--- src/rtl/ks10_arb_pkg.sv ---
// Shared types, slot numbering and routing rules for the KS10 backplane arbiter.
// Initiator slots: 0=CSL, 1..NUBA=UBA, NUBA+1=CPU. Target slots: 0=MEM, 1..NUBA=UBA, NUBA+1=CSL.
package ks10_arb_pkg;

    typedef enum logic [1:0] {
        IDLE = 2'd0,
        BUSY = 2'd1,
        DONE = 2'd2
    } arbState_e;

    localparam int MAX_NUBA = 8;
    localparam int MAX_NTGT = MAX_NUBA + 2;

    localparam int INI_CSL = 0;
    localparam int TGT_MEM = 0;

    function automatic int INI_CPU(input int nUba);
        return nUba + 1;
    endfunction

    function automatic int TGT_CSL(input int nUba);
        return nUba + 1;
    endfunction

    // Targets that see tgt_req for a given initiator; bits above NUBA+1 are always zero.
    function automatic logic [MAX_NTGT-1:0] routeMask(input int ini, input int nUba);
        logic [MAX_NTGT-1:0] memBit;
        logic [MAX_NTGT-1:0] ubaBits;
        logic [MAX_NTGT-1:0] cslBit;
        logic                isCsl;
        logic                isCpu;
        memBit  = MAX_NTGT'(1) << TGT_MEM;
        ubaBits = ((MAX_NTGT'(1) << nUba) - MAX_NTGT'(1)) << 1;
        cslBit  = MAX_NTGT'(1) << TGT_CSL(nUba);
        isCsl   = (ini == INI_CSL);
        isCpu   = (ini == INI_CPU(nUba));
        return memBit | ((isCsl || isCpu) ? ubaBits : '0) | (isCpu ? cslBit : '0);
    endfunction

endpackage

--- src/rtl/ks10_rr_pick.sv ---
// Round-robin picker: searches req starting one past rrPtr, wrapping modulo N.
module ks10_rr_pick #(
    parameter int N = 4,
    parameter int W = (N > 1) ? $clog2(N) : 1
) (
    input  logic [W-1:0] rrPtr,
    input  logic [N-1:0] req,
    output logic         grantValid,
    output logic [W-1:0] grantIdx
);

    logic [W-1:0] idx;

    // Walk the search order backwards so the nearest requester after rrPtr is the last written.
    always_comb begin
        grantValid = 1'b0;
        grantIdx   = '0;
        idx        = '0;
        for (int k = N; k >= 1; k--) begin
            idx = W'((int'(rrPtr) + k) % N);
            if (req[idx]) begin
                grantValid = 1'b1;
                grantIdx   = idx;
            end
        end
    end

endmodule

--- src/rtl/ks10_arb_rr.sv ---
// Registered KS10 backplane arbiter: CSL > round-robin UBAs > CPU, with CPU
// anti-starvation and a no-ack timeout that completes the cycle with zero data.
module ks10_arb_rr
    import ks10_arb_pkg::*;
#(
    parameter int NUBA       = 4,
    parameter int TIMEOUT    = 63,
    parameter int CPU_STARVE = 7
) (
    input  logic                   clk,
    input  logic                   rst_n,
    input  logic [NUBA+1:0]        ini_req,
    input  logic [(NUBA+2)*36-1:0] ini_addr,
    input  logic [(NUBA+2)*36-1:0] ini_wdata,
    output logic [NUBA+1:0]        ini_ack,
    output logic [35:0]            ini_rdata,
    output logic                   ini_nxm,
    output logic [NUBA+1:0]        tgt_req,
    output logic [35:0]            tgt_addr,
    output logic [35:0]            tgt_wdata,
    input  logic [NUBA+1:0]        tgt_ack,
    input  logic [(NUBA+2)*36-1:0] tgt_rdata,
    input  logic [NUBA*7-1:0]      uba_intr,
    output logic [6:0]             cpu_intr,
    output logic [1:0]             dbgState
);

    localparam int NINI     = NUBA + 2;
    localparam int NTGT     = NUBA + 2;
    localparam int IW       = $clog2(NINI);
    localparam int UW       = (NUBA > 1) ? $clog2(NUBA) : 1;
    localparam int TW       = $clog2(TIMEOUT + 1);
    localparam int SW       = $clog2(CPU_STARVE + 1);
    localparam int CPU_SLOT = INI_CPU(NUBA);
    localparam logic [IW-1:0] CPU_IDX = IW'(CPU_SLOT);
    localparam logic [IW-1:0] CSL_IDX = IW'(INI_CSL);

    // Handshake: an initiator holds ini_req until it sees its one-cycle ini_ack; dropping
    // ini_req while BUSY aborts the cycle. Targets see tgt_req while BUSY and end it with tgt_ack.
    arbState_e     state, nextState;
    logic [IW-1:0] winIdx, selIdx;
    logic          anyReq, cpuStarved, reqHeld, ackHit, timedOut;
    logic [NTGT-1:0] selMask, routeQ, routedAck;
    logic [35:0]   selAddr, selWdata, addrQ, wdataQ, rdataQ, ackData;
    logic          nxmQ;
    logic [UW-1:0] rrPtr, pickIdx;
    logic          pickValid;
    logic [SW-1:0] starveCnt;
    logic [TW-1:0] toCnt;

    ks10_rr_pick #(.N(NUBA), .W(UW)) u_pick (
        .rrPtr      (rrPtr),
        .req        (ini_req[NUBA:1]),
        .grantValid (pickValid),
        .grantIdx   (pickIdx)
    );

    always_comb begin
        anyReq     = |ini_req;
        cpuStarved = (starveCnt == SW'(CPU_STARVE));
        selIdx     = CPU_IDX;
        if (ini_req[INI_CSL])                     selIdx = CSL_IDX;
        else if (ini_req[CPU_SLOT] && cpuStarved) selIdx = CPU_IDX;
        else if (pickValid)                       selIdx = IW'(int'(pickIdx) + 1);
        selMask  = NTGT'(routeMask(int'(selIdx), NUBA));
        selAddr  = '0;
        selWdata = '0;
        reqHeld  = 1'b0;
        for (int i = 0; i < NINI; i++) begin
            if (selIdx == IW'(i)) begin
                selAddr  = ini_addr[i*36 +: 36];
                selWdata = ini_wdata[i*36 +: 36];
            end
            if (winIdx == IW'(i)) reqHeld = ini_req[i];
        end
    end

    // Lowest routed target index wins the data mux: MEM, then UBAs in order, then CSL.
    always_comb begin
        routedAck = tgt_ack & routeQ;
        ackHit    = |routedAck;
        timedOut  = (toCnt == TW'(TIMEOUT));
        ackData   = '0;
        for (int t = NTGT - 1; t >= 0; t--) begin
            if (routedAck[t]) ackData = tgt_rdata[t*36 +: 36];
        end
    end

    always_comb begin
        nextState = state;
        case (state)
            IDLE:    if (anyReq) nextState = BUSY;
            BUSY: begin
                if (!reqHeld)               nextState = IDLE;
                else if (ackHit || timedOut) nextState = DONE;
            end
            DONE:    nextState = IDLE;
            default: nextState = IDLE;
        endcase
    end

    always_ff @(posedge clk or negedge rst_n) begin
        if (!rst_n) state <= IDLE;
        else        state <= nextState;
    end

    always_ff @(posedge clk or negedge rst_n) begin
        if (!rst_n) begin
            winIdx    <= '0;
            addrQ     <= '0;
            wdataQ    <= '0;
            rdataQ    <= '0;
            nxmQ      <= 1'b0;
            routeQ    <= '0;
            rrPtr     <= UW'(NUBA - 1);
            starveCnt <= '0;
            toCnt     <= '0;
        end else begin
            case (state)
                IDLE: if (anyReq) begin
                    winIdx <= selIdx;
                    addrQ  <= selAddr;
                    wdataQ <= selWdata;
                    routeQ <= selMask;
                    toCnt  <= '0;
                    if (selIdx != CSL_IDX && selIdx != CPU_IDX) rrPtr <= pickIdx;
                    if (ini_req[CPU_SLOT] && selIdx != CPU_IDX) begin
                        if (!cpuStarved) starveCnt <= starveCnt + 1'b1;
                    end else begin
                        starveCnt <= '0;
                    end
                end
                BUSY: begin
                    toCnt <= toCnt + 1'b1;
                    if (nextState == DONE) begin
                        rdataQ <= ackHit ? ackData : '0;
                        nxmQ   <= !ackHit;
                    end
                end
                default: ;
            endcase
        end
    end

    always_comb begin
        for (int i = 0; i < NINI; i++) begin
            ini_ack[i] = (state == DONE) && (winIdx == IW'(i));
        end
        cpu_intr = '0;
        for (int u = 0; u < NUBA; u++) begin
            cpu_intr = cpu_intr | uba_intr[u*7 +: 7];
        end
    end

    assign tgt_req   = (state == BUSY) ? routeQ : '0;
    assign ini_rdata = (state == DONE) ? rdataQ : '0;
    assign ini_nxm   = (state == DONE) && nxmQ;
    assign tgt_addr  = addrQ;
    assign tgt_wdata = wdataQ;
    assign dbgState  = state;

endmodule

--- config.mk ---
export PLATFORM = sky130hd
export DESIGN_NAME = ks10_arb_rr
export DESIGN_NICKNAME = d
export VERILOG_FILES = /design/src/rtl/ks10_arb_pkg.sv /design/src/rtl/ks10_rr_pick.sv /design/src/rtl/ks10_arb_rr.sv
export SDC_FILE = /design/constraint.sdc
export NUM_CORES = 1
export LEC_CHECK = 0
export ABC_AREA = 0
export CORE_AREA = 8 8 311 313
export DETAILED_ROUTE_END_ITERATION = 6
export DIE_AREA = 0 0 319 321
export PLACE_DENSITY = 0.42
export RECOVER_POWER = 100
export SLEW_MARGIN = 20
export SYNTH_ARGS = -nofsm -noshare
export SYNTH_HDL_FRONTEND = slang
export SYNTH_SLANG_ARGS = --single-unit
--- constraint.sdc ---
create_clock -name clk -period 4.6 [get_ports clk]
set_clock_uncertainty 0.05 [all_clocks]
set_input_delay 0.92 -clock clk [delete_from_list [all_inputs] [get_ports clk]]
set_output_delay 0.92 -clock clk [all_outputs]
set_load 0.05 [all_outputs]
Yosys cells after proc, flatten, opt, wreduce, memory -nomap -nowiden. Index checks and enable logic that the tools add are counted.

Register bits after elaboration: 131. Output and inout bits: 130. Word-level logic and storage cells: 127.

Add/subtract/negate cells: 7. Magnitude comparators: 4. Equal/unequal tests: 19. Muxes and demuxes: 56. Bitwise logic cells: 5. Reduce and logical (&&, ||, !) cells: 26.

Operator list (number): 36-bit two-way mux (20); 7-bit bitwise OR (3); 3-bit == test (second input constant) (6); 6-bit two-way mux (3); 3-bit two-way mux (5); 1-bit two-way mux (14); 2-bit two-way mux (7); 3-bit by 2-bit == test with 1-bit output (second input constant) (4); 2-bit by 3-bit less-than comparator with 1-bit output (second input constant) (4); 6-bit case mux with 2 select lines (1); 6-bit OR reduction (2); 1-bit logical AND (10); 3-bit zero test (3); 1-bit binary-select mux with 2-bit select (4); 6-bit by 1-bit adder with 6-bit output (second input constant) (1); 6-bit bitwise AND (1); 3-bit by 1-bit == test with 1-bit output (second input constant) (2); 6-bit == test (second input constant) (1); 5-bit by 6-bit bitwise OR with 6-bit output (1); 2-bit AND reduction (3); 3-bit AND reduction (2); 5-bit two-way mux (1); 2-bit by 1-bit adder with 2-bit output (second input constant) (2); 2-bit adder (second input constant) (2); other kinds (12) (15).

Longest topological paths before layout. Gate-level depths: netlist of run 1.

Depth after elaboration: 18. Gate-level depth with buffers: 16. Depth with buffers taken out: 11.

Modules after synthesis. A second synthesis of run 1 with hierarchy kept.

Cells, all modules: 1344. Area total of the unflattened synthesis: 10981.8 um^2.

By module, submodules not included: ks10_arb_rr (instances 1, cells each 1330, area an instance 10890.4 um^2, seq. area each 3205.6 um^2); ks10_rr_pick (instances 1, cells each 14, area an instance 91.3 um^2, seq. area each 0.0 um^2).

Worst setup path before layout of run 1. No wires, ideal clock.

Path kind: in2reg. Start: in ini_req[1]. End: reg addrQ[10], in the netlist tgt_addr[10]. Library setup time: 0.124 ns. Arrival: 3.566 ns. Data required time: 4.426 ns. Setup slack: 0.860 ns. Cell stages on the path: 14. Cells stage by stage: or3b_1 o221ai_1 nor2_1 inv_2 clkbuf_1 ha_1 clkbuf_1 nor2_1 a31oi_1 nor2_1 buf_2 buf_2 a21oi_1 o31a_1.

Word-level cells in the longest chain between the ends: 17.

Ends and longest elaborated chain: start: declaration (RTL line ks10_arb_rr.sv:12) `input logic [NUBA+1:0] ini_req,`; 1-bit binary-select mux with 2-bit select (RTL line ks10_rr_pick.sv:21) `if (req[idx]) begin`; 1-bit two-way mux (implied by the code) (RTL line ks10_rr_pick.sv:21); 2-bit two-way mux (3 in a row) (RTL line ks10_rr_pick.sv:21); 2-bit two-way mux * (RTL line ks10_rr_pick.sv:21); via pickIdx[0] (RTL line ks10_arb_rr.sv:46) `logic [UW-1:0] rrPtr, pickIdx;`; 2-bit by 1-bit adder with 3-bit output * (RTL line ks10_arb_rr.sv:64) `else if (pickValid) selIdx = IW'(int'(pickIdx) + 1);`; 3-bit two-way mux * (RTL line ks10_arb_rr.sv:64); 3-bit two-way mux * (RTL line ks10_arb_rr.sv:63) `else if (ini_req[CPU_SLOT] && cpuStarved) selIdx = CPU_IDX;`; 3-bit two-way mux * (RTL line ks10_arb_rr.sv:62) `if (ini_req[INI_CSL]) selIdx = CSL_IDX;`; 3-bit zero test (RTL line ks10_arb_rr.sv:70) `if (selIdx == IW'(i)) begin`; 36-bit two-way mux (5 in a row) (RTL line ks10_arb_rr.sv:70); 36-bit two-way mux * (RTL line ks10_arb_rr.sv:70); end signal: assignment (RTL line ks10_arb_rr.sv:122) `addrQ <= selAddr;`; end: declaration (RTL line ks10_arb_rr.sv:44) `logic [35:0] selAddr, selWdata, addrQ, wdataQ, rdataQ, ackData;`.

Mark *: on every way through the listed nets, which the timed path passes. The rest lies on a longest branch. The select of a mux whose other input is x is not followed. A chain may end at the register's enable or synchronous reset.

Final worst setup path of run 1.
Start: in ini_req[5]. End: reg rdataQ[31].

Word-level cells in the longest chain between the ends: 5.

Ends and longest elaborated chain: 6-bit OR reduction / 1-bit two-way mux (equally long branches) (RTL line ks10_arb_rr.sv:59, ks10_arb_rr.sv:74); 2-bit two-way mux, on equally long branches (RTL line ks10_arb_rr.sv:92, ks10_arb_rr.sv:94); 2-bit case mux with 2 select lines * (RTL line ks10_arb_rr.sv:91) `case (state)`; 2-bit == test * (RTL line ks10_arb_rr.sv:135) `if (nextState == DONE) begin`; 2-bit AND reduction (no line) *; end signal: assignment (RTL line ks10_arb_rr.sv:136) `rdataQ <= ackHit ? ackData : '0;`; end: declaration (RTL line ks10_arb_rr.sv:44).

Mark *: on every way between the ends. The rest lies on a longest branch, timed or not.

==> run summary, run 1 <==
status = finished, violations left
failing checks = max-capacitance violations, max-slew violations
Critical Path RT = 4.91 ns
DP Area = 19700 um^2
area grow syn2layout = 101%
max-cap violations = 1
initial DRC count = 793
# Post-CTS Setup Buffers = 0
top cells by area, synth = dfrtp_1 31%, a221oi_1 6.9%, nor2_1 5.6%
commonest non-fill, non-tap cell in the layout = clkdlybuf4s50_1
Initial Utilization = 10.9%
GRT Total Usage = 15.3%
FF+latch count, synth = 128
most frequent cells in the layout = 687 x clkdlybuf4s50_1, 145 x nor2_1, 131 x dlygate4sd3_1
CP Cell Sequence = dlygate4sd3_1 -> mux2i_1 -> o31ai_1 -> a21oi_1 -> or3b_2 -> inv_1 -> clkbuf_2 -> mux2_2
PortBufs = 819
Critical Path End = rdataQ[31]
TritonCTS Buffers = 17
Clock Tree Root = clkbuf_16
die width = 319 um
Seq/Total Area, Yosys = 31.8%
CP arrival = 4.34 ns
Final setup violation count = 0
number of enable flip-flop cells after synthesis = 0
post-route clock period utilization = 87.7%
RSZ-0062 raised after global routing = no
CTS resizes = 0
CTS HTree Levels = 4
Setup crit start = ini_req[5]
die height = 321 um
Placed Instances = 3175
Rel. slew slack = -57.4%
CTS Buffer Depth = 2
Worst Tran Pin Value = 2.36 ns
first-pass GRT wire length = 115000 um
final hold vios = 0
Die ar. = 102000 um^2
Crit. End Element = flip-flop
pwr dens = 554 nW/um^2
Post-Route WL = 82600 um
Slew Viols, Final = 74
WHS Path Cells = 1
top_reg_cell synth = dfrtp_1
post-synthesis cell type count = 59
leading area contributor after synthesis = dfrtp_1
post-route cell area = 20200 um^2
FF-to-FF End = rdataQ[31]
syn avg cell area = 8.10 um^2
Max stage delay on crit path = 0.74 ns
Worst-Skew Late Latency = 0.47 ns
Tot Pwr = 11.2 mW
top cell type's share of synthesized area = 31.3%
Mapped Area = 10100 um^2
via count = 13900
syn_nets = 1937
CTS sink count = 128
clk slew on worst S/H paths = 0.06 ns
layout cells sized above 1 = 7.36%
Hold Crit Class = reg -> reg
number of cell rows = 112
Critical Path Start Type = input pin
Finished Layout Cells = 3210
Sum Neg Setup Slack = 0 ns
Crit Path Class = in -> reg
global route overflow = 0
Boundary Pins = 820
min Tclk post-route = 4.03 ns
YS warnings = 0
number of global-route vias before repair = 15100
largest net degree at the start of global routing = 77
crit-path max FO = 22
Worst R2R Start = winIdx[0]
HPWL after DPL = 66900 um
Post-DRT Antenna Nets = 0
Remaining DRCs = 0
maximum VDD drop = 355 uV
Leak = 7.51 nW
TritonCTS clock tree = yes
CP max-delay cell = dlygate4sd3_1
initial antenna violation count = 15
DRT Pass-1 Iters = 5
Filler Cells Inserted = 10100
CTS Hold Buffers Added = 0
internal reg-to-reg setup slack = 0.95 ns
cell count after synthesis = 1243
Max Freq = 248 MHz
FF-to-FF path depth = 7
fin nets = 2691
via/cell ratio = 4.34
async set or reset register ratio after synthesis = 100%
Avg WL per Cell = 25.7 um
CORE AREA = 92200 um^2
gpl congestion = 0.850
-- cell usage after synthesis, drive strengths merged, types with 3 or more instances --
cell	n
nand3	11
nor4	5
and2	44
a31oi	80
mux2i	6
nand2	122
and3	38
mux2	42
o31a	28
o31ai	4
or4	8
o211ai	37
nand4	5
a221o	45
inv	16
or3b	3
nor2b	4
o22ai	56
a2bb2oi	13
o21ai	28
a22oi	31
a22o	7
clkbuf	82
a21oi	87
dfrtp	126
a221oi	79
ha	4
nor2	151
nand2b	4
buf	50
o32a	9
-- per-stage QoR --
step                setup WS, ns  hold slack, ns  utilization, %
floorplan                  0.860           0.391               -
global placement           0.340           0.420            21.4
detailed placement         0.260           0.433            21.4
CTS                        0.741           0.439            22.0
global route               0.303           0.463            21.9
finish                     0.567           0.436            21.9
-- worst min path at each step --
stage / startpoint / end / slack (ns)
2_1_floorplan: nxmQ / nxmQ / 0.39
3_3_place_gp: toCnt[5] / toCnt[5] / 0.42
3_5_place_dp: toCnt[5] / toCnt[5] / 0.43
4_1_cts: toCnt[5] / toCnt[5] / 0.44
5_1_grt: rdataQ[28] / rdataQ[28] / 0.46
6_report: toCnt[5] / toCnt[5] / 0.44
-- state kept, by name, summed over array words and instances, names as in the netlist --
register,count
dbgState,2
nxmQ,1
routeQ,3
tgt_addr,36
tgt_wdata,36
starveCnt,3
toCnt,6
rrPtr,2
winIdx,3
rdataQ,36
-- kinds of logic after synthesis --
family          count (synthesis)  share of synthesized area, %
simple gates                  403                          18.7
buf+inv                       148                          6.57
fa+ha+maj                       4                         0.497
compound gates                512                          37.1
mux                            48                          5.29
flops                         128                          31.8
-- worst max-delay path: cells and delay by family --
kind	cells	cell delay, ns
buf+inv	3	1.92
mux	2	0.56
simple gates	1	0.55
compound gates	2	0.35
-- layer usage --
metal  share of wire (%)  up-vias  global-route usage (%)
met5               0.041        -                       0
met2                  50      672                    27.4
met3                 7.0       67                    4.35
met1                  41     6846                    18.2
li1                    -     6337                       -
met4                 1.8        6                    3.60
-- area by class of cell --
| type | instances | area, um^2 | area share, % |
|---|---|---|---|
| clock inverter | 8 | 78.8 | 0.390 |
| timing repair buffer | 867 | 8610 | 42.6 |
| tap | 1197 | 1500 | 7.41 |
| antenna | 3 | 7.51 | 0.0371 |
| clock buffer | 24 | 492 | 2.43 |
| inverter | 16 | 60.1 | 0.297 |
| multi-input combinational | 967 | 6270 | 31.0 |
| sequential | 128 | 3210 | 15.9 |
-- where the power goes --
group / internal (mW) / total, mW / leakage, nW / switching [mW]
combinational: 2.83 / 7.67 / 5.74 / 4.83
sequential: 1.71 / 2.11 / 1.50 / 0.406
clock: 0.802 / 1.43 / 0.281 / 0.632
total: 5.34 / 11.2 / 7.51 / 5.87
No activity file was read; power rests on OpenSTA's default activity.
==> run 2: changes to the inputs <==
--- a/config.mk
+++ b/config.mk
@@ -7,8 +7,8 @@
 export LEC_CHECK = 0
 export ABC_AREA = 0
-export CORE_AREA = 8 8 311 313
+export CORE_AREA = 2 2 315 317
 export DETAILED_ROUTE_END_ITERATION = 6
-export DIE_AREA = 0 0 319 321
-export PLACE_DENSITY = 0.42
+export DIE_AREA = 0 0 317 319
+export PLACE_DENSITY = 0.4
 export RECOVER_POWER = 100
 export SLEW_MARGIN = 20
==> constraint.sdc (replaced) <==
create_clock -name clk -period 4.85 [get_ports clk]
set_clock_uncertainty 0.05 [all_clocks]
set_input_delay 0.97 -clock clk [delete_from_list [all_inputs] [get_ports clk]]
set_output_delay 0.97 -clock clk [all_outputs]
set_load 0.01 [all_outputs]
==> run summary, run 2 (synthesis results as in run 1) <==
Boundary Pins = 820
first-pass GRT wire length = 106000 um
pwr dens = 469 nW/um^2
CORE AREA = 97700 um^2
min Tclk post-route = 4.37 ns
Worst Tran Pin Value = 2.28 ns
post-route clock period utilization = 90.1%
via/cell ratio = 4.21
Sum Neg Setup Slack = 0 ns
post-route cell area = 20400 um^2
commonest non-fill, non-tap cell in the layout = clkdlybuf4s50_1
CTS sink count = 128
max-cap violations = 3
number of cell rows = 115
area grow syn2layout = 102%
Max Freq = 229 MHz
Max stage delay on crit path = 1.52 ns
Leak = 7.43 nW
most frequent cells in the layout = 703 x clkdlybuf4s50_1, 144 x nor2_1, 126 x dfrtp_1
final worst setup slack = 0.481 ns
Slew Viols, Final = 143
CP arrival = 4.73 ns
Worst-Skew Late Latency = 0.49 ns
Post-Route WL = 77100 um
status = finished, violations left
Initial Utilization = 10.3%
die width = 317 um
Final setup violation count = 0
CTS resizes = 0
initial antenna violation count = 20
Critical Path RT = 5.21 ns
clk slew on worst S/H paths = 0.08 ns
TritonCTS clock tree = yes
maximum VDD drop = 318 uV
PortBufs = 819
# Post-CTS Setup Buffers = 0
Hold Crit Class = reg -> reg
RSZ-0062 raised after global routing = no
TritonCTS Buffers = 17
minimum setup slack after placement = 0.359 ns
crit-path max FO = 72
HPWL after DPL = 61900 um
via count = 13900
CP max-delay cell = clkbuf_2
failing checks = max-capacitance violations, max-slew violations
die height = 319 um
final hold vios = 0
CTS Buffer Depth = 2
Remaining DRCs = 0
Avg WL per Cell = 23.4 um
number of global-route vias before repair = 14700
CP Cell Sequence = clkdlybuf4s50_1 -> or4_1 -> o31ai_1 -> clkbuf_2 -> a221oi_1 -> a21oi_1
Tot Pwr = 9.56 mW
Clock Tree Root = clkbuf_16
DP Area = 19800 um^2
initial DRC count = 687
GRT Total Usage = 14.6%
gpl congestion = 0.884
Filler Cells Inserted = 10800
Rel. slew slack = -52.2%
CTS HTree Levels = 4
layout cells sized above 1 = 7.02%
CTS Hold Buffers Added = 0
Post-DRT Antenna Nets = 0
DRT Pass-1 Iters = 5
kind of cell adding the most delay to the critical path = buffers and inverters
Crit Path Class = in -> reg
Die ar. = 101000 um^2
Critical Path Start Type = input pin
Crit. End Element = flip-flop
fin nets = 2689
global route overflow = 0
CP Buf/Inv Count = 2
largest net degree at the start of global routing = 73
run 2: cell types whose count changed in the layout (fill, tap and decap cells not counted), sizes merged:
cell	change
clkinv	-2
clkbuf	-2
clkdlybuf4s50	+16
dlygate4sd3	-16
diode	+6
buf	-3
clkinvlp	+3
bufinv	+2
run 2: report_power, final:
| group | internal, mW | switching, mW | total (mW) |
|---|---|---|---|
| logic | 2.69 | 3.43 | 6.12 |
| registers | 1.62 | 0.370 | 1.99 |
| clock network | 0.852 | 0.596 | 1.45 |
run 2: worst paths after layout:
kind                                  from            end  slack [ns]  cells past startpoint
worst min-delay path                  nxmQ           nxmQ        0.43                      2
min in group asynchronous            rst_n     rdataQ[12]        0.48                      1
worst min register to register        nxmQ           nxmQ        0.43                      2
worst max register to register    rrPtr[1]   tgt_addr[35]        1.00                     11
worst max-delay path            ini_req[2]  tgt_wdata[17]        0.48                      6
max in group asynchronous            rst_n   tgt_wdata[5]        1.65                      2
run 2: worst register-to-register path, stage by stage (launching register included):
cell      delay [ns]
dfstp_2         0.60
mux2i_1         0.25
o221ai_1        0.23
nor2_4          0.14
inv_2           0.05
ha_2            0.37
clkbuf_1        0.45
nor2_4          0.08
a31oi_1         0.46
or2_0           0.64
o311ai_0        0.25
o22ai_1         0.19
run 2: cell type report:
cell class,instances,area [um^2],area share [%]
well taps,1287,1610,7.91
inverters,16,60.1,0.295
clock inverters,11,155,0.762
clock buffers,21,470,2.31
flip-flops and latches,128,3210,15.7
diodes,9,22.5,0.111
repair buffers,865,8570,42.1
multi-input cells,967,6270,30.8
run 2: per-layer routing:
layer  up-vias  GRT usage (%)  part of all wire (%)
met5         -              0                  0.12
met4        14           4.96                   2.7
met3        97           4.08                   7.2
met2       657           25.0                    49
met1      6801           17.4                    41
li1       6329              -                     -
run 2: through the flow:
stage          util (%)  cells  hold WS (ns)
2_1_floorplan         -   1243         0.391
3_3_place_gp       20.2   3263         0.408
3_5_place_dp       20.2   3263         0.414
4_1_cts            20.9   3295         0.430
5_1_grt            20.8   3302         0.456
6_report           20.8   3304         0.425
==> run 3: changes to the inputs <==
Settings changed: GPL_ROUTABILITY_DRIVEN set to 0, SLEW_MARGIN 20 to 30.
==> run summary, run 3 (synthesis results as in run 1) <==
post-route clock period utilization = 87.2%
Min-Delay Endpoint = nxmQ
Max Freq = 236 MHz
minimum setup slack after placement = 0.332 ns
Initial Utilization = 10.3%
GRT Total Usage = 14.4%
Worst Tran Pin Value = 2.10 ns
Critical Path Start Type = input pin
FF-to-FF path depth = 11
Final setup violation count = 0
Tot Pwr = 9.41 mW
max-cap violations = 1
Worst-Skew Late Latency = 0.47 ns
initial antenna violation count = 20
HPWL after DPL = 61200 um
failing checks = max-capacitance violations, max-slew violations
number of cell rows = 115
WHS Path Cells = 2
Hold Crit Class = reg -> reg
CP Cell Sequence = dlygate4sd3_1 -> or3b_1 -> o221ai_1 -> nor2_4 -> inv_1 -> ha_1 -> inv_1 -> nor2_4 -> nand2_2 -> o22ai_1 -> a221o_1 -> o22ai_1
min Tclk post-route = 4.23 ns
maximum VDD drop = 304 uV
via/cell ratio = 4.18
global-route track usage on met1 = 16.5%
Remaining DRCs = 0
first-pass GRT wire length = 105000 um
met3 usage = 4.64%
min-delay src = nxmQ
PortBufs = 819
# Post-CTS Setup Buffers = 0
Boundary Pins = 820
clk slew on worst S/H paths = 0.07 ns
initial DRC count = 692
Post-DRT Antenna Nets = 0
gr busiest metal = met2
Combinational Power Share = 64.5%
Avg WL per Cell = 23.1 um
clock network power share = 14.4%
CTS Buffer Depth = 2
Clock Tree Root = clkbuf_16
final hold vios = 0
FF-to-FF End = tgt_addr[32]
DRT Pass-1 Iters = 5
largest net degree at the start of global routing = 70
status = finished, violations left
grt met2 use = 24.9%
Worst R2R Start = rrPtr[1]
Sw Pwr = 4.36 mW
Max stage delay on crit path = 0.68 ns
Slew Viols, Final = 68
die width = 317 um
number of global-route vias before repair = 14600
Rel. slew slack = -40.1%
global route overflow = 0
RSZ-0062 raised after global routing = no
area grow syn2layout = 102%
Leak = 7.42 nW
fin nets = 2688
CP max-delay cell = dlygate4sd3_1
via count = 13800
P_int = 5.05 mW
TritonCTS clock tree = yes
most frequent cells in the layout = 704 x clkdlybuf4s50_1, 144 x nor2_1, 126 x dfrtp_1
commonest non-fill, non-tap cell in the layout = clkdlybuf4s50_1
crit-path max FO = 10
CTS resizes = 0
sequential power share = 21.1%
layout cells sized above 1 = 7.03%
internal reg-to-reg setup slack = 1.20 ns
CP arrival = 4.53 ns
Die ar. = 101000 um^2
CTS Hold Buffers Added = 0
die height = 319 um
Crit. End Element = flip-flop
Post-Route WL = 76200 um
TritonCTS Buffers = 17
CTS sink count = 128
Sum Neg Setup Slack = 0 ns
final worst setup slack = 0.621 ns
Critical Path RT = 5.15 ns
Filler Cells Inserted = 10700
CTS HTree Levels = 4
Sw Share = 46.4%
Crit Path Class = in -> reg
CORE AREA = 97700 um^2
pwr dens = 463 nW/um^2
## run 3: cell count changes in the layout (fill, tap and decap cells not counted), sizes merged, moves of 2 or more
| cell | change |
|---|---|
| buf | +2 |
| inv | +4 |
| clkbuf | -5 |
| bufinv | -2 |
## run 3: stage by stage
step	instance area, um^2	cells	utilization, %	hold slack [ns]
3_5_place_dp	19800	3262	20.2	0.421
4_1_cts	20400	3294	20.8	0.436
5_1_grt	20300	3299	20.8	0.466
3_3_place_gp	19800	3261	20.2	0.409
2_1_floorplan	10100	1243	-	0.391
6_report	20300	3304	20.8	0.429
## run 3: worst max path at each step
stage                         end  slack (ns)  depth (start not counted)         from
finish               tgt_addr[32]        0.62                         12   ini_req[4]
global route        ini_rdata[34]        0.39                          4  dbgState[1]
CTS                  tgt_addr[32]        0.86                         12   ini_req[4]
detailed placement   tgt_addr[32]        0.33                         12   ini_req[4]
global placement     tgt_wdata[8]        0.28                         12   ini_req[3]
floorplan            tgt_addr[10]        1.06                         14   ini_req[1]
## run 3: power by group through the flow
stage,clock (mW),combinational [mW],sequential [mW]
after detailed placement,0,6.30,2.03
after floorplan,0,3.22,2.01
after global placement,0,6.26,2.01
final,1.36,6.07,1.98
after global routing,1.49,6.58,2.07
after CTS,1.45,6.32,2.02
## run 3: layer usage
metal  routed length (um)  vias to the layer above
met1                30200                     6712
met2                37400                      641
met5                  101                        -
met4                 2340                       16
met3                 6150                      111
li1                     -                     6344
## run 3: worst max-delay path, delay by kind of cell
kind | cells | cell delay (ns)
and+or+nand+nor | 4 | 1.06
AOI/OAI and AO/OA | 4 | 1.08
adders and majority gates | 1 | 0.35
buffers and inverters | 3 | 1.06
## run 3: layout make-up
class / count / area, um^2 / area share, %
timing repair buffer: 864 / 8590 / 42.3
sequential: 128 / 3210 / 15.8
antenna: 10 / 25.0 / 0.123
inverter: 16 / 60.1 / 0.296
multi-input combinational: 967 / 6240 / 30.7
clock inverter: 13 / 126 / 0.622
tap: 1287 / 1610 / 7.93
clock buffer: 19 / 453 / 2.23
